==> config.mk <==
export PLATFORM = sky130hd
export DESIGN_NAME = uart_bps_gen_flat
export DESIGN_NICKNAME = d
export VERILOG_FILES = /design/src/rtl/uart_bps_gen_pkg.sv /design/src/rtl/uart_bps_gen_if.sv /design/src/rtl/uart_bps_gen_os_tick.sv /design/src/rtl/uart_bps_gen.sv /design/src/flat_wrapper.sv
export SDC_FILE = /design/constraint.sdc
export NUM_CORES = 1
export LEC_CHECK = 0
export ABC_CLOCK_PERIOD_IN_PS = 4200
export CAP_MARGIN = 20
export CORE_ASPECT_RATIO = 0.8
export CORE_MARGIN = 2
export CORE_UTILIZATION = 50
export CTS_BUF_LIST = sky130_fd_sc_hd__clkbuf_16
export DETAILED_ROUTE_END_ITERATION = 8
export GPL_TIMING_DRIVEN = 0
export PLACE_DENSITY_LB_ADDON = 0.3
export SKIP_CTS_REPAIR_TIMING = 1
export SYNTH_ARGS = -nofsm -noshare
export SYNTH_HDL_FRONTEND = slang
export SYNTH_SLANG_ARGS = --single-unit
export TNS_END_PERCENT = 20
==> constraint.sdc <==
create_clock -name CLK -period 4.2 [get_ports CLK]
set_input_delay 0.42 -clock CLK [delete_from_list [all_inputs] [get_ports CLK]]
set_output_delay 0.42 -clock CLK [all_outputs]
set_load 0.005 [all_outputs]
==> src/rtl/uart_bps_gen_pkg.sv <==
// Shared constants for the UART bit-rate generator and its controllers.
package uart_pkg;
  localparam int   DEFAULT_DIV = 1736;
  localparam int   OSR         = 16;
  localparam int   FRAME_BITS  = 10;
  localparam int   MIN_DIV     = 2 * OSR;
  localparam logic MODE_TX     = 1'b0;
  localparam logic MODE_RX     = 1'b1;
endpackage

==> src/rtl/uart_bps_gen_if.sv <==
// Controller-facing bundle of the baud generator: run/divisor control in, strobes out.
interface uart_bps_gen_if #(
  parameter int DIV_W = 16
);
  logic             Count_Sig;
  logic             Mode;
  logic [DIV_W-1:0] Div_In;
  logic             Div_Load;
  logic             Div_Err;
  logic             BPS_CLK;
  logic             Bit_End;
  logic             Os_Tick;
  logic [3:0]       Bit_Idx;
  logic             Frame_Done;

  modport master (
    output Count_Sig, Mode, Div_In, Div_Load,
    input  Div_Err, BPS_CLK, Bit_End, Os_Tick, Bit_Idx, Frame_Done
  );

  modport slave (
    input  Count_Sig, Mode, Div_In, Div_Load,
    output Div_Err, BPS_CLK, Bit_End, Os_Tick, Bit_Idx, Frame_Done
  );
endinterface

==> src/rtl/uart_bps_gen_os_tick.sv <==
// Receiver oversample tick generator: OSR evenly spaced ticks per bit, remainder clocks silent.
module uart_os_tick #(
  parameter int DIV_W = 16,
  parameter int OSR   = 16
) (
  input  logic             CLK,
  input  logic             RST,
  input  logic             run,
  input  logic             clr,
  input  logic             mode_rx,
  input  logic [DIV_W-1:0] os_div,
  output logic             os_tick
);
  localparam int NUM_W = $clog2(OSR) + 1;

  logic [DIV_W-1:0] os_cnt;
  logic [NUM_W-1:0] os_num;
  logic             os_last;

  assign os_last = (os_cnt == os_div - DIV_W'(1));

  // Sub-bit counter and tick tally; the tally saturates at OSR so the remainder yields no tick.
  always_ff @(posedge CLK) begin
    if (RST || clr) begin
      os_cnt <= {DIV_W{1'b0}};
      os_num <= {NUM_W{1'b0}};
    end else if (run) begin
      if (os_last) begin
        os_cnt <= {DIV_W{1'b0}};
        if (os_num < NUM_W'(OSR)) begin
          os_num <= os_num + NUM_W'(1);
        end
      end else begin
        os_cnt <= os_cnt + DIV_W'(1);
      end
    end
  end

  assign os_tick = mode_rx && run && os_last && (os_num < NUM_W'(OSR));
endmodule

==> src/rtl/uart_bps_gen.sv <==
// UART baud-rate generator: per-bit clock counter with loadable divisor, bit strobes and frame index.
module uart_bps_gen #(
  parameter int DIV_W       = 16,
  parameter int DEFAULT_DIV = uart_pkg::DEFAULT_DIV,
  parameter int OSR         = uart_pkg::OSR,
  parameter int FRAME_BITS  = uart_pkg::FRAME_BITS
) (
  input  logic            CLK,
  input  logic            RST,
  uart_bps_gen_if.slave   bus
);
  import uart_pkg::*;

  localparam int OS_SH = $clog2(OSR);

  logic [DIV_W-1:0] div_q;
  logic [DIV_W-1:0] os_div;
  logic [DIV_W-1:0] cnt;
  logic [3:0]       bit_q;
  logic             div_err;
  logic             idle;
  logic             last_clk;
  logic             load_ok;

  assign idle     = !bus.Count_Sig && (cnt == {DIV_W{1'b0}});
  assign last_clk = (cnt == div_q - DIV_W'(1));
  assign load_ok  = bus.Div_Load && idle && (bus.Div_In >= DIV_W'(2 * OSR));

  // Divisor register: loads only between frames; anything else is reported as a rejected load.
  always_ff @(posedge CLK) begin
    if (RST) begin
      div_q   <= DIV_W'(DEFAULT_DIV);
      os_div  <= DIV_W'(DEFAULT_DIV >> OS_SH);
      div_err <= 1'b0;
    end else begin
      if (load_ok) begin
        div_q  <= bus.Div_In;
        os_div <= bus.Div_In >> OS_SH;
      end
      div_err <= bus.Div_Load && !load_ok;
    end
  end

  // Bit counter and bit index; dropping Count_Sig abandons the frame and outranks a bit boundary.
  always_ff @(posedge CLK) begin
    if (RST || !bus.Count_Sig) begin
      cnt   <= {DIV_W{1'b0}};
      bit_q <= 4'd0;
    end else if (last_clk) begin
      cnt   <= {DIV_W{1'b0}};
      bit_q <= (bit_q == 4'(FRAME_BITS - 1)) ? 4'd0 : bit_q + 4'd1;
    end else begin
      cnt <= cnt + DIV_W'(1);
    end
  end

  uart_os_tick #(
    .DIV_W (DIV_W),
    .OSR   (OSR)
  ) u_os_tick (
    .CLK     (CLK),
    .RST     (RST),
    .run     (bus.Count_Sig),
    .clr     (!bus.Count_Sig || last_clk),
    .mode_rx (bus.Mode == MODE_RX),
    .os_div  (os_div),
    .os_tick (bus.Os_Tick)
  );

  assign bus.Div_Err    = div_err;
  assign bus.BPS_CLK    = (cnt == (div_q >> 1));
  assign bus.Bit_End    = bus.Count_Sig && last_clk;
  assign bus.Frame_Done = bus.Count_Sig && last_clk && (bit_q == 4'(FRAME_BITS - 1));
  assign bus.Bit_Idx    = bit_q;
endmodule

==> src/flat_wrapper.sv <==
// flat-port wrapper written by rule: the top's interface ports become plain ports
module uart_bps_gen_flat import uart_pkg::*;
#(
  parameter int DIV_W       = 16,
  parameter int DEFAULT_DIV = uart_pkg::DEFAULT_DIV,
  parameter int OSR         = uart_pkg::OSR,
  parameter int FRAME_BITS  = uart_pkg::FRAME_BITS
)
  (CLK, RST, bus_Count_Sig, bus_Mode, bus_Div_In, bus_Div_Load, bus_Div_Err, bus_BPS_CLK, bus_Bit_End, bus_Os_Tick, bus_Bit_Idx, bus_Frame_Done);
  uart_bps_gen_if #(.DIV_W(DIV_W)) bus_i ();
  input  logic CLK;
  input  logic RST;
  input wire logic [$bits(bus_i.Count_Sig)-1:0] bus_Count_Sig;
  input wire logic [$bits(bus_i.Mode)-1:0] bus_Mode;
  input wire logic [$bits(bus_i.Div_In)-1:0] bus_Div_In;
  input wire logic [$bits(bus_i.Div_Load)-1:0] bus_Div_Load;
  output wire logic [$bits(bus_i.Div_Err)-1:0] bus_Div_Err;
  output wire logic [$bits(bus_i.BPS_CLK)-1:0] bus_BPS_CLK;
  output wire logic [$bits(bus_i.Bit_End)-1:0] bus_Bit_End;
  output wire logic [$bits(bus_i.Os_Tick)-1:0] bus_Os_Tick;
  output wire logic [$bits(bus_i.Bit_Idx)-1:0] bus_Bit_Idx;
  output wire logic [$bits(bus_i.Frame_Done)-1:0] bus_Frame_Done;
  assign bus_i.Count_Sig = bus_Count_Sig;
  assign bus_i.Mode = bus_Mode;
  assign bus_i.Div_In = bus_Div_In;
  assign bus_i.Div_Load = bus_Div_Load;
  assign bus_Div_Err = bus_i.Div_Err;
  assign bus_BPS_CLK = bus_i.BPS_CLK;
  assign bus_Bit_End = bus_i.Bit_End;
  assign bus_Os_Tick = bus_i.Os_Tick;
  assign bus_Bit_Idx = bus_i.Bit_Idx;
  assign bus_Frame_Done = bus_i.Frame_Done;
  uart_bps_gen #(.DIV_W(DIV_W), .DEFAULT_DIV(DEFAULT_DIV), .OSR(OSR), .FRAME_BITS(FRAME_BITS)) u_core (.CLK(CLK), .RST(RST), .bus(bus_i));
endmodule
==> results of run 1 <==
worst max-delay path: cells and delay by family (launching register included):
| kind | cells | cell delay [ns] |
|---|---|---|
| flops | 1 | 0.38 |
| xor+xnor | 1 | 0.14 |
| fa+ha+maj | 1 | 0.18 |
| buf+inv | 4 | 0.94 |
| simple gates | 5 | 1.53 |
registers in the layout, summed over array words and instances, names as in the netlist:
signal,count
u_core.bus.Bit_Idx,4
u_core.u_os_tick.os_num,5
u_core.bus.Div_Err,1
u_core.cnt,16
u_core.div_q,16
u_core.u_os_tick.os_cnt,16
placed cells by master, fill, tap and decap left out, types with 14 or more instances in the layout:
cell / synthesis / final
clkbuf_1: 27 / 25
clkdlybuf4s50_1: 0 / 26
dfxtp_1: 58 / 56
inv_1: 14 / 14
mux2i_1: 15 / 15
nand2_1: 18 / 18
nand3_1: 16 / 16
nand4_1: 16 / 16
nor2_1: 68 / 68
nor4_1: 18 / 18
xnor2_1: 49 / 49
xor2_1: 29 / 29
worst max path at each step:
stage | start | endpoint | slack, ns | depth (start not counted)
global route | u_core.div_q[4] | bus_Os_Tick | 0.07 | 10
global placement | u_core.div_q[4] | bus_Frame_Done | -0.05 | 12
finish | u_core.div_q[4] | bus_Os_Tick | 0.29 | 11
CTS | u_core.div_q[4] | bus_Frame_Done | -0.41 | 12
floorplan | u_core.div_q[4] | bus_Frame_Done | 0.76 | 11
detailed placement | u_core.div_q[4] | bus_Frame_Done | -0.05 | 12
power by group:
group | switching (mW) | total, mW | internal [mW]
Clock | 0.237 | 0.682 | 0.445
Combinational | 0.0939 | 0.171 | 0.0769
Sequential | 0.0117 | 0.574 | 0.562
Total | 0.343 | 1.43 | 1.08
cell type report:
class / instances / share of cell area, %
plain buffers: 34 / 3.620
clock buffers: 9 / 5.171
clock inverters: 5 / 1.092
inverters: 14 / 1.207
multi-input cells: 340 / 53.03
flip-flops and latches: 58 / 26.77
well taps: 87 / 2.499
repair buffers: 29 / 6.607
layer usage:
layer / global-route usage [%] / wire (µm) / vias up
met2: 37.03 / 3972 / 127
met4: 6.438 / 122 / 0
li1: - / - / 1633
met5: 0 / 0 / -
met1: 31.92 / 4318 / 1590
met3: 7.746 / 725 / 20
cells by family (layout without fill, tap and decap cells):
kind of cell	Yosys count	count (layout)	share of synthesized area [%]
simple gates	198	198	28.74
xor+xnor	78	78	18.70
flops	58	58	31.79
buf+inv	50	91	5.790
compound gates	43	43	8.805
mux	15	15	4.111
fa+ha+maj	6	6	2.055
==> flow_summary.yaml, run 1 <==
run_status:
  outcome: "complete, no violations"
final_layout:
  multiInputGateArea_um2: 2310
  register_area_um2: 1166
  drive_gt1_share_pct: 6.953
  n_fill_cell: 627
  post-route-util_pct: 62.28
  fin_cells: 576
  final_nets: 513
  area_growth_pct: 19.25
  diodes: 0
  design_area_um2: 4355
routing:
  drc: 0
  routed_wirelength_um: 9138
  drt_iter0_drc: 267
  wl_per_cell_um: 15.86
  via_per_inst: 5.851
  detail-route-antenna-nets: 0
  dr.pass1.iters: 5
  vias: 3370
sta:
  worst_slack_ns: 0.2862
  fin_crit_ns: 3.914
  holdWs_ns: 0.5016
  worst_slew_pin_slew_ns: 0.8442
  skew_ns: 0.003605
  rsz0062_at_grt: "no"
  fmax_mhz: 255.5
  post-route-period-util_pct: 93.19
  hold_viol: 0
  finalMaxSlewViolations: 0
  finalSetupViolCount: 0
  tns_ns: 0
  relSlewSlack_pct: 43.20
worst_setup_path:
  path_class: "flip-flop to primary output"
  cp_cell_sequence: "inv_1 > ha_1 > buf_6 > or4b_1 > buf_2 > xnor2_1 > and4b_1 > nor2_1 > or4_1 > nor3_1 > clkdlybuf4s50_1"
  r2r_setup_slack_ns: 0.89
  path_max_fanout: 10
  critPathSlowestCell: "or4_1"
  rr_worst_depth: 12
  crit_path_end_kind: "primary output"
  critPathRequiredTime_ns: 3.78
  r2r-start: "u_core.div_q[4]"
  timing.rr.end: "u_core.u_os_tick.os_cnt[0]"
  cpPeakStageDelay_ns: 0.59
  setup.worst_path.start_class: "flip-flop"
  cp.arrival_ns: 3.49
yosys:
  syn_inst: 448
  synth_area_per_cell_um2: 8.152
  yosys_register_bits: 58
  synth_common_cells: "nor2_1 (68), dfxtp_1 (58), xnor2_1 (49)"
  yosys_warnings: 0
  syn_nets: 475
  synth-main-ff-cell: "dfxtp_1"
  synth_area_leaders: "dfxtp_1 (32%), xnor2_1 (12%), nor2_1 (7.0%), xor2_1 (7.0%), mux2i_1 (4.1%)"
  synth_top_area_share_pct: 31.79
  postSynth.asyncResetShare_pct: 0
  netlist.top_cell.by_area: "dfxtp_1"
  synth-seq-area-share_pct: 31.79
  synth_edf_count: 0
  yosysMostFrequentCell: "nor2_1"
  syn_area_um2: 3652
  synth.distinct_cells: 56
hold_path:
  hold-path-endpoint: "u_core.div_q[15]"
  hold_path_depth: 2
  min_path_type: "primary input to flip-flop"
  hp-start: "RST"
place:
  gp_congestion: 0.9166
  dp_hpwl_um: 6539
  dpl-instance-area_um2: 4031
  pre_cts_ws_ns: -0.05459
  dp_cells: 562
  numPortBuffers: 27
global_routing:
  track_usage_pct: 23.86
  grt_pass1_wl_um: 15210
  grt_pass1_vias: 3217
  antenna_found_initial: 0
  grt_max_degree: 11
  overflow: 0
clock_network:
  h-tree-depth: 3
  clock_tree.root_cell: "clkbuf_16"
  cts.sinks: 58
  path_clk_slew_ns: 0.05
  cts_made_buffers: 9
  cts_tree: "built"
  clk_latency_ns: 0.32
  clockBufferDepth: 2
floorplanning:
  die_h_um: 80.45
  dieWidth_um: 99.56
  num_io_pins: 30
  fp-row-count: 27
  coreArea_um2: 6993
  dieArea_um2: 8009
  initial_core_util_pct: 52.23
flow_run:
  maxCapViolCount: 0
pwr:
  p_leak_nw: 1.537
  fin_total_pwr_mw: 1.426
  power_density_nw_per_um2: 327.5
  ir_worst_vdd_uv: 191.4
Power figures use the tool's default switching activity.
==> inputs of run 2 (changes only) <==
--- a/config.mk
+++ b/config.mk
@@ -9,7 +9,7 @@
 export CAP_MARGIN = 20
 export CORE_ASPECT_RATIO = 0.8
 export CORE_MARGIN = 2
-export CORE_UTILIZATION = 50
+export CORE_UTILIZATION = 40
 export CTS_BUF_LIST = sky130_fd_sc_hd__clkbuf_16
 export DETAILED_ROUTE_END_ITERATION = 8
 export GPL_TIMING_DRIVEN = 0
==> flow_summary.yaml, run 2 (synthesis gave the netlist of run 1 again) <==
run_status:
  outcome: "complete, no violations"
flow_run:
  maxCapViolCount: 0
place:
  pre_cts_ws_ns: -0.08960
  numPortBuffers: 27
  dp_hpwl_um: 6829
  gp_congestion: 0.8705
  dpl-instance-area_um2: 4066
sta:
  holdWs_ns: 0.5005
  finalMaxSlewViolations: 0
  worst_slew_pin_slew_ns: 0.8480
  finalSetupViolCount: 0
  worst_slack_ns: 0.2373
  tns_ns: 0
  fin_crit_ns: 3.963
  skew_ns: 0.007590
  fmax_mhz: 252.4
  relSlewSlack_pct: 42.95
  post-route-period-util_pct: 94.35
  hold_viol: 0
  rsz0062_at_grt: "no"
worst_setup_path:
  setup.worst_path.start_class: "flip-flop"
  path_max_fanout: 10
  path_class: "flip-flop to primary output"
  cp.arrival_ns: 3.54
  crit_path_end_kind: "primary output"
  critPathRequiredTime_ns: 3.78
global_routing:
  track_usage_pct: 19.50
  grt_pass1_wl_um: 15210
  overflow: 0
  antenna_found_initial: 0
  grt_pass1_vias: 3039
  grt_max_degree: 11
final_layout:
  final_common_cell: "nor2_1"
  area_growth_pct: 19.39
  reg_top3: "u_core.cnt: 16 flops, u_core.div_q: 16 flops, u_core.u_os_tick.os_cnt: 16 flops"
  final_nets: 513
  drive_gt1_share_pct: 6.352
  diodes: 0
  final_cell_mix: "nor2_1 (68), dfxtp_1 (56), xnor2_1 (49)"
  design_area_um2: 4360
routing:
  drt_iter0_drc: 223
  wl_per_cell_um: 15.53
  detail-route-antenna-nets: 0
  vias: 3287
  via_per_inst: 5.451
  dr.pass1.iters: 4
  routed_wirelength_um: 9363
  drc: 0
floorplanning:
  fp-row-count: 31
  coreArea_um2: 8960
  dieArea_um2: 9916
  die_h_um: 89.47
  num_io_pins: 30
  initial_core_util_pct: 40.76
  dieWidth_um: 110.8
pwr:
  ir_worst_vdd_uv: 224.7
  power_density_nw_per_um2: 310.5
  p_leak_nw: 1.527
clock_network:
  cts.sinks: 58
  clk_latency_ns: 0.33
  path_clk_slew_ns: 0.05
  cts_made_buffers: 9
  h-tree-depth: 3
  clockBufferDepth: 2
  cts_tree: "built"
  clock_tree.root_cell: "clkbuf_16"
hold_path:
  min_path_type: "flip-flop to flip-flop"
## run 2: worst max-delay path, cell delays in order (launching register included)
cell and delay [ns]:
dfxtp_4 0.38, inv_1 0.11, ha_1 0.17, buf_6 0.13, or4b_1 0.44, buf_4 0.18, xnor2_1 0.15, and4b_1 0.25
nor2_1 0.05, or4_1 0.61, nor3_1 0.22, clkdlybuf4s50_1 0.53
## run 2: final cells by class
type	count	area [µm²]
Fill cell	878	4599
Multi-Input combinational cell	340	2310
Sequential cell	58	1166
Timing Repair Buffer	29	287.8
Clock buffer	9	225.2
Buffer	34	160.2
Tap cell	115	143.9
Inverter	14	52.55
Clock inverter	4	15.01
## run 2: metal layers
| metal | up-vias | GRT usage, % | wire (µm) |
|---|---|---|---|
| met3 | 9 | 5.492 | 581 |
| met2 | 88 | 28.50 | 3848 |
| li1 | 1638 | - | - |
| met1 | 1552 | 27.26 | 4826 |
| met4 | 0 | 7.727 | 106 |
| met5 | - | 0 | 0 |
## run 2: path summary, 6_finish.rpt
kind	startpoint	end	slack, ns	depth (start not counted)
max	u_core.div_q[4]	bus_Os_Tick	0.24	11
min	u_core.u_os_tick.os_num[4]	u_core.u_os_tick.os_num[4]	0.50	2
min reg2reg	u_core.u_os_tick.os_num[4]	u_core.u_os_tick.os_num[4]	0.50	2
max reg2reg	u_core.div_q[4]	u_core.u_os_tick.os_cnt[0]	0.87	12
## run 2: where the power goes
group / total, mW / internal (mW) / switching, mW / leakage (nW)
Sequential: 0.574 / 0.562 / 0.0119 / 0.471
Combinational: 0.172 / 0.0769 / 0.0947 / 0.931
Clock: 0.608 / 0.378 / 0.230 / 0.125
Total: 1.35 / 1.02 / 0.337 / 1.53
## run 2: through the flow
step	power, mW	utilization, %	std cells
after detailed placement	0.7490	45.38	590
final	1.354	48.67	603
after CTS	1.364	48.07	603
after floorplan	0.6957	-	448
after global routing	1.410	48.67	603
after global placement	0.7460	45.38	590
==> inputs of run 3 (changes only) <==
--- a/config.mk
+++ b/config.mk
@@ -15,6 +15,7 @@
 export GPL_TIMING_DRIVEN = 0
 export PLACE_DENSITY_LB_ADDON = 0.3
 export SKIP_CTS_REPAIR_TIMING = 1
+export SKIP_LAST_GASP = 1
 export SYNTH_ARGS = -nofsm -noshare
 export SYNTH_HDL_FRONTEND = slang
 export SYNTH_SLANG_ARGS = --single-unit
==> flow_summary.yaml, run 3 (synthesis gave the netlist of run 1 again) <==
routing:
  dr.pass1.iters: 5
  drc: 0
  detail-route-antenna-nets: 0
  wl_per_cell_um: 15.44
  drt_iter0_drc: 182
  routed_wirelength_um: 9308
  via_per_inst: 5.441
  vias: 3281
clock_network:
  cts_tree: "built"
  cts_made_buffers: 9
  cts.sinks: 58
  path_clk_slew_ns: 0.05
  h-tree-depth: 3
  clock_tree.root_cell: "clkbuf_16"
  clockBufferDepth: 2
  clk_latency_ns: 0.33
run_status:
  outcome: "complete, no violations"
sta:
  worst_slack_ns: 0.03671
  tns_ns: 0
  relSlewSlack_pct: 41.61
  finalSetupViolCount: 0
  fin_crit_ns: 4.163
  post-route-period-util_pct: 99.13
  worst_slew_pin_slew_ns: 0.8691
  rsz0062_at_grt: "yes"
  finalMaxSlewViolations: 0
  hold_viol: 0
  fmax_mhz: 240.2
  skew_ns: 0.007768
worst_setup_path:
  path_class: "flip-flop to primary output"
  crit_start: "u_core.div_q[4]"
  path_depth: 10
  r2r_setup_slack_ns: 0.87
  critPathRequiredTime_ns: 3.78
  critPathSlowestCell: "nor4b_2"
  timing.rr.end: "u_core.u_os_tick.os_cnt[0]"
  cp_top_family: "simple AND/OR/NAND/NOR gates"
  rr_worst_depth: 12
  path_max_fanout: 10
  cp_cell_sequence: "inv_1 > ha_1 > buf_6 > nor4b_2 > a21boi_0 > o32ai_1 > a21oi_1 > or4_1 > nor3_1 > clkdlybuf4s50_1"
  setup.worst_path.start_class: "flip-flop"
  crit_path_end_kind: "primary output"
  crit_buf_inv: 3
  r2r-start: "u_core.div_q[4]"
  critical_path.endpoint: "bus_Os_Tick"
  cp.arrival_ns: 3.74
  cpPeakStageDelay_ns: 0.59
pwr:
  ir_worst_vdd_uv: 224.6
  p_leak_nw: 1.520
  clock_power_share_pct: 44.8
  switchingPower_uw: 330.9
  fin_total_pwr_mw: 1.347
  p_seq_share_pct: 42.6
  switching_share_pct: 24.56
  p_comb_share_pct: 12.6
  p_int_mw: 1.017
  power_density_nw_per_um2: 310.0
floorplanning:
  dieArea_um2: 9916
  initial_core_util_pct: 40.76
  coreArea_um2: 8960
  fp-row-count: 31
  dieWidth_um: 110.8
  num_io_pins: 30
  die_h_um: 89.47
final_layout:
  final_nets: 513
  drive_gt1_share_pct: 6.148
  area_growth_pct: 19.01
  final_common_cell: "nor2_1"
  reg_top3: "u_core.cnt: 16 flops, u_core.div_q: 16 flops, u_core.u_os_tick.os_cnt: 16 flops"
  post-route-util_pct: 48.51
  diodes: 0
  final_cell_mix: "nor2_1 (68), dfxtp_1 (56), xnor2_1 (49)"
global_routing:
  track_usage_pct: 19.50
  overflow: 0
  grt_pass1_wl_um: 15210
  antenna_found_initial: 0
  grt_pass1_vias: 3039
  grt_max_degree: 11
flow_run:
  maxCapViolCount: 0
place:
  gp_congestion: 0.8705
  numPortBuffers: 27
  dp_hpwl_um: 6829
  pre_cts_ws_ns: -0.08960
hold_path:
  min_path_type: "flip-flop to flip-flop"
## run 3: cell count changes in the layout (fill, tap and decap cells not counted)
| cell | previous run | this run |
|---|---|---|
| nor3_1 | 9 | 10 |
| nor3_2 | 1 | 0 |
| nor4b_2 | 0 | 1 |
| nor4b_4 | 1 | 0 |
## run 3: worst min-delay path by stage
stage | from | slack [ns] | depth (start not counted) | to
6_report | u_core.u_os_tick.os_num[4] | 0.50 | 2 | u_core.u_os_tick.os_num[4]
5_1_grt | RST | 0.51 | 2 | u_core.div_q[15]
4_1_cts | RST | 0.47 | 2 | u_core.div_q[15]
3_5_place_dp | u_core.u_os_tick.os_num[4] | 0.49 | 2 | u_core.u_os_tick.os_num[4]
3_3_place_gp | u_core.u_os_tick.os_num[4] | 0.48 | 2 | u_core.u_os_tick.os_num[4]
2_1_floorplan | u_core.u_os_tick.os_num[4] | 0.45 | 2 | u_core.u_os_tick.os_num[4]
## run 3: power groups by stage
stage / registers [mW] / logic (mW) / clock network, mW
floorplan: 0.579 / 0.117 / 0
finish: 0.574 / 0.170 / 0.604
global placement: 0.581 / 0.165 / 0
CTS: 0.571 / 0.169 / 0.624
global route: 0.575 / 0.185 / 0.649
detailed placement: 0.581 / 0.168 / 0
## run 3: worst min-delay path, stage by stage, from the launching register on
cell and delay, ns:
dfxtp_1 0.33, a41oi_1 0.05, nor2_1 0.08
## run 3: metal layers
metal  up-vias  track usage [%]  share of wire, %
met5         -                0                 0
met4         0            7.727              0.95
met3         7            5.492               6.9
met2        95            28.50                41
met1      1543            27.26                51
li1       1636                -                 -
## run 3: final cells by class
cell class / count / area, µm²
Buffer: 34 / 160.2
Inverter: 14 / 52.55
Sequential cell: 58 / 1166
Clock inverter: 4 / 15.01
Multi-Input combinational cell: 340 / 2296
Tap cell: 115 / 143.9
Timing Repair Buffer: 29 / 287.8
Fill cell: 877 / 4613
Clock buffer: 9 / 225.2
## run 3: per-stage QoR
step | std cells | area (µm²) | hold WS, ns
finish | 603 | 4347 | 0.5005
detailed placement | 590 | 4066 | 0.4917
CTS | 603 | 4307 | 0.4729
floorplan | 448 | 3652 | 0.4545
global route | 603 | 4347 | 0.5057
global placement | 590 | 4066 | 0.4774
